--- config.mk ---
export PLATFORM = sky130hd
export DESIGN_NAME = ins_fetch_queue_flat
export DESIGN_NICKNAME = d
export VERILOG_FILES = /design/src/rtl/ins_fetch_queue_if.sv /design/src/rtl/ins_fetch_queue.sv /design/src/flat_wrapper.sv
export SDC_FILE = /design/constraint.sdc
export NUM_CORES = 1
export LEC_CHECK = 0
export BUFFER_PORTS_ARGS = -buffer_cell sky130_fd_sc_hd__buf_2
export CORE_MARGIN = 1
export CORE_UTILIZATION = 60
export DETAILED_ROUTE_END_ITERATION = 12
export GPL_TIMING_DRIVEN = 0
export PLACE_DENSITY_LB_ADDON = 0.12
export SYNTH_ARGS = -nofsm -noshare
export SYNTH_HDL_FRONTEND = slang
export SYNTH_SLANG_ARGS = --single-unit
--- constraint.sdc ---
create_clock -name clk -period 4.9 [get_ports clk]
set_input_delay 0 -clock clk [delete_from_list [all_inputs] [get_ports clk]]
set_output_delay 0 -clock clk [all_outputs]
set_load 0.1 [all_outputs]
--- src/rtl/ins_fetch_queue_if.sv ---
// Bundles the instruction-memory, decoder-handshake and redirect signals of the fetch queue.
// The master modport is the fetch stage; the slave modport is its environment.
interface ins_fetch_queue_if #(
  parameter int DEPTH = 4
) ();
  localparam int CW = $clog2(DEPTH) + 1;

  logic          imem_req;
  logic [31:0]   imem_addr;
  logic          imem_valid;
  logic [31:0]   imem_data;
  logic [31:0]   ins;
  logic [31:0]   ins_pc;
  logic          ins_valid;
  logic          ins_ready;
  logic          redirect;
  logic [31:0]   redirect_pc;
  logic [CW-1:0] count;

  modport master (
    output imem_req, imem_addr, ins, ins_pc, ins_valid, count,
    input  imem_valid, imem_data, ins_ready, redirect, redirect_pc
  );

  modport slave (
    input  imem_req, imem_addr, ins, ins_pc, ins_valid, count,
    output imem_valid, imem_data, ins_ready, redirect, redirect_pc
  );
endinterface

--- src/rtl/ins_fetch_queue.sv ---
// Fetch stage: sequential PC generation, single-outstanding instruction reads and an
// in-order word FIFO whose head is presented to the decoder; redirect flushes and restarts.
module ins_fetch_queue #(
  parameter int          DEPTH    = 4,
  parameter logic [31:0] PC_RESET = 32'h0000_0000,
  parameter logic [31:0] PC_STEP  = 32'd4
) (
  input  logic              clk,
  input  logic              rst_n,
  ins_fetch_queue_if.master bus
);
  localparam int AW = $clog2(DEPTH);
  localparam int CW = AW + 1;

  typedef enum logic [1:0] {IDLE, WAIT, DROP} state_t;

  state_t        state_q;
  logic [31:0]   pc_q;
  logic [31:0]   req_pc_q;

  logic [31:0]   data_mem [DEPTH];
  logic [31:0]   pc_mem   [DEPTH];

  logic [AW-1:0] rd_ptr_q, rd_ptr_d;
  logic [AW-1:0] wr_ptr_q, wr_ptr_d;
  logic [CW-1:0] count_q, count_d;
  logic [31:0]   ins_q, ins_d;
  logic [31:0]   ins_pc_q, ins_pc_d;
  logic          ins_valid_q, ins_valid_d;

  logic          req_fire;
  logic          push;
  logic          pop;

  // Space is reserved when the request leaves, so a later push can never overflow.
  assign req_fire = rst_n && (state_q == IDLE) && (count_q < CW'(DEPTH)) && !bus.redirect;
  assign push     = (state_q == WAIT) && bus.imem_valid && !bus.redirect;
  assign pop      = ins_valid_q && bus.ins_ready && !bus.redirect;

  assign bus.imem_req  = req_fire;
  assign bus.imem_addr = req_fire ? pc_q : 32'h0;
  assign bus.ins       = ins_q;
  assign bus.ins_pc    = ins_pc_q;
  assign bus.ins_valid = ins_valid_q;
  assign bus.count     = count_q;

  always_ff @(posedge clk) begin
    if (!rst_n) begin
      state_q  <= IDLE;
      pc_q     <= PC_RESET;
      req_pc_q <= 32'h0;
    end else begin
      case (state_q)
        IDLE: begin
          if (bus.redirect) begin
            pc_q <= bus.redirect_pc;
          end else if (req_fire) begin
            state_q  <= WAIT;
            req_pc_q <= pc_q;
          end
        end
        WAIT: begin
          if (bus.redirect) begin
            pc_q    <= bus.redirect_pc;
            state_q <= bus.imem_valid ? IDLE : DROP;
          end else if (bus.imem_valid) begin
            pc_q    <= pc_q + PC_STEP;
            state_q <= IDLE;
          end
        end
        DROP: begin
          if (bus.redirect) begin
            pc_q <= bus.redirect_pc;
          end
          // The stale response always ends DROP, even alongside a fresh redirect.
          if (bus.imem_valid) begin
            state_q <= IDLE;
          end
        end
        default: state_q <= IDLE;
      endcase
    end
  end

  always_ff @(posedge clk) begin
    if (push) begin
      data_mem[wr_ptr_q] <= bus.imem_data;
      pc_mem[wr_ptr_q]   <= req_pc_q;
    end
  end

  always_comb begin
    rd_ptr_d    = rd_ptr_q;
    wr_ptr_d    = wr_ptr_q;
    count_d     = count_q;
    ins_d       = 32'h0;
    ins_pc_d    = 32'h0;
    ins_valid_d = 1'b0;
    if (bus.redirect) begin
      rd_ptr_d = '0;
      wr_ptr_d = '0;
      count_d  = '0;
    end else begin
      if (push) begin
        wr_ptr_d = wr_ptr_q + 1'b1;
      end
      if (pop) begin
        rd_ptr_d = rd_ptr_q + 1'b1;
      end
      case ({push, pop})
        2'b10:   count_d = count_q + 1'b1;
        2'b01:   count_d = count_q - 1'b1;
        default: count_d = count_q;
      endcase
      // Next head is either an entry already stored or the word being pushed right now.
      if (count_d != '0) begin
        ins_valid_d = 1'b1;
        if (push && (wr_ptr_q == rd_ptr_d)) begin
          ins_d    = bus.imem_data;
          ins_pc_d = req_pc_q;
        end else begin
          ins_d    = data_mem[rd_ptr_d];
          ins_pc_d = pc_mem[rd_ptr_d];
        end
      end
    end
  end

  always_ff @(posedge clk) begin
    if (!rst_n) begin
      rd_ptr_q    <= '0;
      wr_ptr_q    <= '0;
      count_q     <= '0;
      ins_q       <= 32'h0;
      ins_pc_q    <= 32'h0;
      ins_valid_q <= 1'b0;
    end else begin
      rd_ptr_q    <= rd_ptr_d;
      wr_ptr_q    <= wr_ptr_d;
      count_q     <= count_d;
      ins_q       <= ins_d;
      ins_pc_q    <= ins_pc_d;
      ins_valid_q <= ins_valid_d;
    end
  end
endmodule

--- src/flat_wrapper.sv ---
// flat-port wrapper written by rule: the top's interface ports become plain ports
module ins_fetch_queue_flat 
#(
  parameter int          DEPTH    = 4,
  parameter logic [31:0] PC_RESET = 32'h0000_0000,
  parameter logic [31:0] PC_STEP  = 32'd4
)
  (clk, rst_n, bus_imem_req, bus_imem_addr, bus_ins, bus_ins_pc, bus_ins_valid, bus_count, bus_imem_valid, bus_imem_data, bus_ins_ready, bus_redirect, bus_redirect_pc);
  ins_fetch_queue_if #(.DEPTH(DEPTH)) bus_i ();
  input  logic clk;
  input  logic rst_n;
  output wire logic [$bits(bus_i.imem_req)-1:0] bus_imem_req;
  output wire logic [$bits(bus_i.imem_addr)-1:0] bus_imem_addr;
  output wire logic [$bits(bus_i.ins)-1:0] bus_ins;
  output wire logic [$bits(bus_i.ins_pc)-1:0] bus_ins_pc;
  output wire logic [$bits(bus_i.ins_valid)-1:0] bus_ins_valid;
  output wire logic [$bits(bus_i.count)-1:0] bus_count;
  input wire logic [$bits(bus_i.imem_valid)-1:0] bus_imem_valid;
  input wire logic [$bits(bus_i.imem_data)-1:0] bus_imem_data;
  input wire logic [$bits(bus_i.ins_ready)-1:0] bus_ins_ready;
  input wire logic [$bits(bus_i.redirect)-1:0] bus_redirect;
  input wire logic [$bits(bus_i.redirect_pc)-1:0] bus_redirect_pc;
  assign bus_imem_req = bus_i.imem_req;
  assign bus_imem_addr = bus_i.imem_addr;
  assign bus_ins = bus_i.ins;
  assign bus_ins_pc = bus_i.ins_pc;
  assign bus_ins_valid = bus_i.ins_valid;
  assign bus_count = bus_i.count;
  assign bus_i.imem_valid = bus_imem_valid;
  assign bus_i.imem_data = bus_imem_data;
  assign bus_i.ins_ready = bus_ins_ready;
  assign bus_i.redirect = bus_redirect;
  assign bus_i.redirect_pc = bus_redirect_pc;
  ins_fetch_queue #(.DEPTH(DEPTH), .PC_RESET(PC_RESET), .PC_STEP(PC_STEP)) u_core (.clk(clk), .rst_n(rst_n), .bus(bus_i));
endmodule
* Yosys cells after proc, flatten, opt, wreduce, memory -nomap -nowiden
Memories as Yosys holds them, arrays and structs flattened. A register that Yosys moved wholly into a read port is not among the register bits. Cells that the tools add are included.
Word-level totals: register bits after elaboration 74, RAM bits 256, input bits 69, output and inout bits 101, logic and storage cells 61, memories kept 2
Memory list:
- u_core.data_mem | words 4, width 32, rd ports 1, clocked after Yosys merged registers in 1, wr ports 1, line ins_fetch_queue.sv:21 | logic [31:0] data_mem [DEPTH];
- u_core.pc_mem | words 4, width 32, rd ports 1, clocked after Yosys merged registers in 1, wr ports 1, line ins_fetch_queue.sv:22 | logic [31:0] pc_mem [DEPTH];
Operators by class: add/subtract/negate cells 5, order comparisons 1, equal/unequal tests 8, muxes and demuxes 18, bitwise operators 3, reductions and logical operators 17
Operators with widths (count):
- $mux W32 | 4
- $pmux W32 S2 | 1
- $add A32 B3 Y32 const B | 1
- $mux W2 | 7
- $logic_and A1 B1 Y1 | 7
- $pmux W2 S3 | 1
- $pmux W3 S2 | 1
- $reduce_and A3 Y1 | 2
- $add A2 B1 Y2 const B | 2
- $eq A2 B1 Y1 const B | 2
- $eq A2 B2 Y1 const B | 2
- $ne A2 B1 Y1 const B | 2
- $reduce_or A2 Y1 | 2
- $add A3 B1 Y3 const B | 1
- $lt A3 B3 Y1 const B | 1
- $mux W1 | 3
- $mux W3 | 1
- $ne A3 B3 Y1 const B | 1
- $not A1 Y1 | 3
- $reduce_bool A3 Y1 | 1
- $reduce_or A3 Y1 | 1
- $sub A3 B1 Y3 const B | 1
- $logic_not A2 Y1 | 1
- $ne A2 B2 Y1 const B | 1
- other kinds (3) | 3

* Logic depth before layout (Yosys ltp)
Gate-level depths: netlist of run 1.
depth after elaboration 9, mapped depth 13, gate-level depth less buffers 10

* Worst setup path after synthesis of run 1
OpenSTA, ideal clock, no wires.
path kind register -> register, start reg u_core.ins_valid_q (netlist: u_core.bus.ins_valid), end reg u_core.ins_q[0] (netlist: u_core.bus.ins[0]), read port of u_core.data_mem, setup time 0.070 ns, arrival 3.471 ns, required time 4.830 ns, path slack 1.359 ns, cell stages (with the launch flop) 14, buffers on the path 4, period minus slack after synthesis 3.541 ns, cell sequence dfxtp_1 nand3b_4 clkbuf_1 clkbuf_1 inv_1 ha_1 fa_1 xnor2_1 or3_1 a31oi_1 nor3b_1 buf_4 buf_4 o2bb2ai_1
On the way: cells in the longest elaborated chain, start to end 8, elaborated cells on any way between the ends 11, those cells by class 2 x eq/ne; 4 x mux; 1 x bitwise; 4 x reduce/logical
RTL lines:
- start, declared | line ins_fetch_queue.sv:29 | logic ins_valid_q, ins_valid_d;
- start signal, assigned | line ins_fetch_queue.sv:143 | ins_valid_q <= ins_valid_d;
- $logic_and A1 B1 Y1 (*) (2 in a row) | line ins_fetch_queue.sv:38 | assign pop = ins_valid_q && bus.ins_ready && !bus.redirect;
- $eq A2 B1 Y1 / $eq A2 B2 Y1 (equally long branches) | line ins_fetch_queue.sv:110 | case ({push, pop})
- $pmux W3 S2 | line ins_fetch_queue.sv:110
- $mux W3 | line ins_fetch_queue.sv:99 | if (bus.redirect) begin
- $reduce_bool A3 Y1 | line ins_fetch_queue.sv:116 | if (count_d != '0) begin
- $not A1 Y1 (no line)
- $reduce_or A3 Y1 (no line)
- end, declared | line ins_fetch_queue.sv:27 | logic [31:0] ins_q, ins_d;
Every way passes the cells marked *; elsewhere a longest branch is shown, timed or not. The select of a mux whose other input is x is not followed. A chain may end at the register's enable or synchronous reset.

* Final worst setup path of run 1
start reg u_core.ins_valid_q (netlist: u_core.bus.ins_valid), end reg u_core.ins_pc_q[0] (netlist: u_core.bus.ins_pc[0]), read port of u_core.pc_mem
On the way: cells in the longest elaborated chain, start to end 8, elaborated cells on any way between the ends 11, those cells by class 2 x eq/ne; 4 x mux; 1 x bitwise; 4 x reduce/logical
RTL lines:
- $logic_and A1 B1 Y1 (*) (2 in a row) | line ins_fetch_queue.sv:38
- $eq A2 B1 Y1 / $eq A2 B2 Y1 (equally long branches) | line ins_fetch_queue.sv:110
- $pmux W3 S2 | line ins_fetch_queue.sv:110
- $mux W3 | line ins_fetch_queue.sv:99
- $reduce_bool A3 Y1 | line ins_fetch_queue.sv:116
- $not A1 Y1 (no line)
- $reduce_or A3 Y1 (no line)
- end, declared | line ins_fetch_queue.sv:28 | logic [31:0] ins_pc_q, ins_pc_d;
Marked as above.

==> impl_metrics.tcl, run 1 <==
set metrics [dict create \
    cts_tree "built" \
    htree_levels 2 \
    timing.rr.start "u_core.bus.ins_valid" \
    num_vias 13189 \
    grt_first_pass_wirelength_um 69800 \
    routedWlPerCell_um 21.4 \
    p_sw_w 0.00156 \
    synth_area_leaders "edfxtp_1 (46%), dfxtp_1 (17%), a21oi_1 (7.5%)" \
    min_to "u_core.wr_ptr_q[0]" \
    cp_data_arrival_time_ns 4.56 \
    boundaryPins 170 \
    startpoint_type "flop" \
    synthMuxAreaShare 0.0838 \
    die-area_um2 28600 \
    antenna_found_initial 0 \
    cap_violations 0 \
    final_common_cell "edfxtp_1" \
    internal_power_w 0.00557 \
    hold_path_startpoint "rst_n" \
    synth_top_family_by_area "compound AO/OA/AOI/OAI gates" \
    start_util 0.616 \
    ys_ff_latch 394 \
    ys_types 64 \
    grt_max_degree 50 \
    fin_area_um2 20200 \
    fin_crit_ns 4.15 \
    setup_tns_ns 0 \
    drtAntennaViolNets 0 \
    synthXorXnorAreaFrac 0.00314 \
    mostFrequentLayoutCells "edfxtp_1 (256), a21oi_1 (250), buf_2 (192)" \
    power.share.switching 0.219 \
    place.gp.congestion 0.932 \
    synth_nets 1499 \
    track_usage 0.317 \
    synth_edf_count 256 \
    period_share 0.847 \
    core_region_area_um2 27200 \
    yosysTopAreaCell "edfxtp_1" \
    path_clk_slew_ns 0.06 \
    cp-end-kind "flop" \
    clock_latency_ns 0.54 \
    p_leak_nw 7.40 \
    critPathLaunch "u_core.bus.ins_valid" \
    routed_wl_um 45100 \
    die_h_um 169 \
    synth.top_cell.area_share 0.459 \
    syn_to_final_growth_pct 20.8 \
    status "finished, final reports clean" \
    layout-drive-gt1-share 0.196 \
    setup-violations-final 0 \
    hpwl_um 27900 \
    n_antenna_cell 0 \
    nNetsFinal 1783 \
    yosysSeqAreaShare 0.625 \
    dominantRegCellSynth "edfxtp_1" \
    remaining_drc_errors 0 \
    synth_compound_gate_area_share 0.182 \
    fp.dieW_um 169 \
    cts_buffer_depth 3 \
    via_per_inst 6.24 \
    synthArstFlopShare 0 \
    hold_class "input port to flop" \
    yosys_warnings 0 \
    yosys.area_share.simple 0.0636 \
    avgSynthCellArea_um2 11.8 \
    portBuffers 169 \
    required_ns 5.31 \
    synthCells 1423 \
    worstPathMaxFanout 10 \
    seq_power_share 0.506 \
    peakVddDrop_mv 0.234 \
    clock-root-buffer "clkbuf_16" \
    drt-initial-drc-count 1361 \
    dr.pass1.iters 6 \
    first_global_vias 12924 \
    powerDensity_nw_per_um2 353 \
    worstSetupPathType "flop to flop" \
    r2r_slack_ns 0.75 \
    cts_buffers 41 \
    cts.sinks 394 \
    grt_setup_unrepaired "no" \
    finalHoldViolations 0 \
    reg2reg_depth 13 \
    place_area_um2 18200 \
    gr-total-overflow 0 \
    r2r-end "u_core.bus.ins_pc[0]" \
    holdPathStages 4 \
    p_clk_frac 0.442 \
    cts_resized 0 \
    combPwrFrac 0.052 \
    final_max_slew_viol_count 0 \
    rows 60 \
    max_freq_mhz 241 \
    worst_pin_slew_ns 0.732 \
    netlist_area_um2 16700 \
    finClkSkew_ns 0.0168 \
    fill_cells 1856 \
    synthAdderAreaFrac 0.00568 \
    max_slew_margin 0.512 \
]
==> metrics by stage <==
stage	total power, W	hold WS [ns]	instances	util	setup slack (ns)
after floorplan	0.00388	0.0768	1423	-	1.36
after global placement	0.00399	0.230	1964	0.664	0.634
after detailed placement	0.00400	0.233	1968	0.668	0.790
after CTS	0.00712	0.0920	2112	0.744	0.775
after global routing	0.00729	0.144	2112	0.744	0.575
final	0.00713	0.118	2112	0.744	0.750
==> critical path: stages (launching register included) <==
cell       delay (ns)
dfxtp_1          0.37
nand3b_4         0.15
clkbuf_1         0.46
clkbuf_1         0.54
inv_1            0.13
ha_1             0.26
fa_1             0.39
xnor2_1          0.15
or3_1            0.34
a31oi_1          0.30
nor3b_1          0.25
buf_4            0.25
buf_4            0.23
o2bb2ai_1        0.21
==> state kept, by name, summed over array words and instances, names as in the netlist <==
register / cells
u_core.data_mem: 128
u_core.bus.ins: 32
u_core.bus.ins_pc: 32
u_core.rd_ptr_q: 2
u_core.wr_ptr_q: 2
u_core.bus.ins_valid: 1
u_core.req_pc_q: 32
u_core.pc_q: 32
u_core.state_q: 2
u_core.pc_mem: 128
u_core.bus.count: 3
==> power groups by stage <==
stage | logic, W | clock network [W] | registers (W)
CTS | 0.000362 | 0.00315 | 0.00361
detailed placement | 0.000318 | 0 | 0.00368
floorplan | 0.000174 | 0 | 0.00371
global route | 0.000393 | 0.00328 | 0.00361
finish | 0.000370 | 0.00315 | 0.00361
global placement | 0.000312 | 0 | 0.00368
==> cell families (layout without fill, tap and decap cells) <==
logic type,after synthesis,after routing
AOI/OAI and AO/OA,512,512
DFF,394,394
and+or+nand+nor,220,220
buffers and inverters,152,469
muxes,132,132
adders and majority gates,7,7
xor gates and xnor gates,6,6
==> Yosys cell counts, types with 3 or more instances <==
master and instances:
or3_1 5, buf_4 8, o31a_1 5, nand3_1 19, edfxtp_1 256, o21ai_0 82, nor4_1 5, xnor2_1 5
o21a_1 3, and3_1 8, and2_1 9, nand4_1 11, a21oi_1 250, a32oi_1 5, clkbuf_1 73, a32o_1 5
nor3_1 8, nor2_1 24, nand2_1 107, buf_2 23, ha_1 6, o22ai_1 67, o2bb2ai_1 63, nand2b_1 6
mux2_2 64, mux2i_1 67, or4_1 3, inv_1 39, a31oi_1 11, dfxtp_1 138, buf_1 7, nor3b_1 5
==> timing repair <==
item	in CTS	in global routing
setup endpoints to repair	0	0
hold buffers	68	0
setup buffers	0	0
endpoints found under the hold margin	195	0
==> area by class of cell <==
class / count / area, µm² / area share
Inverter: 41 / 154 / 0.00761
Sequential cell: 394 / 10500 / 0.517
Timing Repair Buffer: 241 / 1630 / 0.0806
Clock inverter: 11 / 115 / 0.00569
Clock buffer: 65 / 1260 / 0.0624
Multi-Input combinational cell: 877 / 5660 / 0.280
Buffer: 111 / 475 / 0.0235
Tap cell: 372 / 465 / 0.0230
==> routing by layer <==
metal | GRT usage | wire length (µm)
met1 | 0.425 | 18400
met3 | 0.0496 | 3730
met5 | 0 | 0
met4 | 0.127 | 1300
met2 | 0.519 | 21700
==> how the worst max path moves through the flow <==
stage | cells after the start | to
finish | 13 | u_core.bus.ins_pc[0]
global route | 13 | u_core.bus.ins[20]
CTS | 13 | u_core.bus.ins_pc[0]
detailed placement | 13 | u_core.bus.ins_pc[0]
global placement | 3 | u_core.data_mem[1][3]
floorplan | 13 | u_core.bus.ins[0]
Power figures use the tool's default switching activity.
==> run 2: changes to the inputs <==
--- a/config.mk
+++ b/config.mk
@@ -7,7 +7,7 @@
 export LEC_CHECK = 0
 export BUFFER_PORTS_ARGS = -buffer_cell sky130_fd_sc_hd__buf_2
 export CORE_MARGIN = 1
-export CORE_UTILIZATION = 60
+export CORE_UTILIZATION = 59
 export DETAILED_ROUTE_END_ITERATION = 12
 export GPL_TIMING_DRIVEN = 0
 export PLACE_DENSITY_LB_ADDON = 0.12
==> constraint.sdc (replaced) <==
create_clock -name clk -period 4.1 [get_ports clk]
set_input_delay 0 -clock clk [delete_from_list [all_inputs] [get_ports clk]]
set_output_delay 0 -clock clk [all_outputs]
set_load 0.1 [all_outputs]
==> run 2 against run 1 <==
  * Sequential share of layout area shrank 0.13 points
  * First-iteration DRC count increased by 13%
  * Clock-buffer cell count is 3 higher
  * Die area up 1.7%
  * Critical path type unchanged
  * Critical path depth down 1
  * Non-clock buffer count shrank 1
  * Critical endpoint is now u_core.bus.ins_pc[18]
  * Sequential power up 19%
  * Final area grew 0.25%
  * Global-route usage is 0.55 points lower
  * Combinational power increased by 19%
  * Maximum frequency up 8.9%
  * Worst hold slack got worse by 0.094 ns
==> impl_metrics.tcl, run 2 (synthesis results as in run 1) <==
set metrics [dict create \
    via_per_inst 6.17 \
    routed_wl_um 44900 \
    num_vias 13074 \
    hold_class "input port to flop" \
    reg2reg_depth 12 \
    cts_tree "built" \
    n_antenna_cell 0 \
    portBuffers 169 \
    grt_setup_unrepaired "no" \
    antenna_found_initial 0 \
    fp.dieW_um 170 \
    track_usage 0.311 \
    max_slew_margin 0.474 \
    final_util 0.727 \
    startpoint_type "flop" \
    finClkSkew_ns 0.0153 \
    worst_pin_slew_ns 0.788 \
    core_region_area_um2 27900 \
    r2r_slack_ns 0.29 \
    status "finished, final reports clean" \
    layout-drive-gt1-share 0.196 \
    peakVddDrop_mv 0.294 \
    required_ns 4.52 \
    drt-initial-drc-count 1537 \
    grt_first_pass_wirelength_um 69300 \
    boundaryPins 170 \
    drtAntennaViolNets 0 \
    path_cells "nand2_1 > nor3_2 > inv_2 > ha_1 > fa_1 > xnor2_1 > or3_1 > a31oi_1 > nor3b_1 > buf_4 > buf_4 > o2bb2ai_1" \
    path_clk_slew_ns 0.06 \
    hpwl_um 28100 \
    grt_max_degree 44 \
    p_leak_nw 7.41 \
    syn_to_final_growth_pct 21.1 \
    die_h_um 170 \
    cts_buffer_depth 3 \
    max_freq_mhz 262 \
    min_to "u_core.pc_q[22]" \
    timing.rr.start "u_core.state_q[0]" \
    final_common_cell "edfxtp_1" \
    fin_crit_ns 3.81 \
    hold_path_startpoint "bus_redirect_pc[22]" \
    crit_top_cell "buf_4" \
    period_share 0.930 \
    clock_latency_ns 0.53 \
    cts.sinks 394 \
    cp-end-kind "flop" \
    fill_cells 1891 \
    rows 61 \
    worstPathMaxFanout 10 \
    powerDensity_nw_per_um2 426 \
    remaining_drc_errors 0 \
    final_max_slew_viol_count 0 \
    crit_path_max_incr_delay_ns 0.47 \
    finalHoldViolations 0 \
    dp_slack_ns 0.175 \
    cp_data_arrival_time_ns 4.23 \
    worstSetupPathType "flop to flop" \
    gr-total-overflow 0 \
    dr.pass1.iters 5 \
    clock-root-buffer "clkbuf_16" \
    reg_top3 "u_core.data_mem: 128 flops, u_core.pc_mem: 128 flops" \
    mostFrequentLayoutCells "edfxtp_1 (256), a21oi_1 (250), buf_2 (192)" \
    setup-violations-final 0 \
    cts_buffers 42 \
    cp_slowest_cell "nor3_2" \
    start_util 0.601 \
    r2r-end "u_core.bus.ins_pc[18]" \
    nNetsFinal 1783 \
    die-area_um2 29000 \
    cap_violations 0 \
    routedWlPerCell_um 21.2 \
    holdPathStages 4 \
    htree_levels 2 \
    fin_ws_ns 0.289 \
    postCtsSetupBuffers 0 \
    place.gp.congestion 0.921 \
    first_global_vias 12764 \
]
-- run 2: worst max-delay path, delay by kind of cell, from the launching register on --
family | cells | cell delay (ns)
xor+xnor | 1 | 0.15
compound gates | 2 | 0.48
buf+inv | 3 | 0.74
fa+ha+maj | 2 | 0.68
simple gates | 4 | 1.21
flops | 1 | 0.44
-- run 2: report_power, final --
part,leakage [nW],switching (W),internal [W]
logic,3.24,0.000291,0.000148
registers,3.48,0.0000523,0.00426
clock network,0.697,0.00151,0.00237
-- run 2: final cells by class --
cell class                      count  area (µm²)  share of cell area
Timing Repair Buffer              240        1610              0.0795
Tap cell                          378         473              0.0233
Multi-Input combinational cell    877        5660               0.279
Clock inverter                     10         133             0.00654
Sequential cell                   394       10500               0.516
Inverter                           41         154             0.00759
Buffer                            111         477              0.0235
Clock buffer                       68        1300              0.0643
-- run 2: metal layers --
layer / vias to the layer above / GRT usage / wire length (µm) / share of wire
li1: 5979 / - / - / -
met1: 6306 / 0.417 / 18200 / 0.41
met2: 700 / 0.520 / 21800 / 0.49
met3: 89 / 0.0479 / 3890 / 0.087
met4: 0 / 0.0999 / 992 / 0.022
met5: - / 0 / 0 / 0
-- run 2: how the worst max path moves through the flow --
| stage | cells past startpoint | slack (ns) | startpoint | endpoint |
|---|---|---|---|---|
| floorplan | 13 | 0.56 | u_core.bus.ins_valid | u_core.bus.ins[0] |
| global placement | 3 | -0.22 | u_core.state_q[0] | u_core.data_mem[1][3] |
| detailed placement | 13 | 0.17 | u_core.bus.ins_valid | u_core.bus.ins_pc[18] |
| CTS | 13 | 0.14 | u_core.bus.ins_valid | u_core.bus.ins_pc[18] |
| global route | 12 | 0.10 | u_core.state_q[0] | u_core.bus.ins_pc[18] |
| finish | 12 | 0.29 | u_core.state_q[0] | u_core.bus.ins_pc[18] |
-- run 2: repair_timing --
item	4_1_cts	5_1_grt
setup endpoints to repair	0	20
resized for setup	0	2
hold buffers	67	0
endpoints found under the hold margin	193	0
-- run 2: metrics by stage --
step	std cells	total power (W)	cell area [µm²]	hold WS, ns	TNS, ns
floorplan	1423	0.00464	16700	0.0768	0
global placement	1970	0.00477	18100	0.229	-32.24
detailed placement	1974	0.00478	18200	0.231	0
CTS	2119	0.00863	20300	0.0144	0
global route	2119	0.00883	20300	0.0390	0
finish	2119	0.00863	20300	0.0241	0
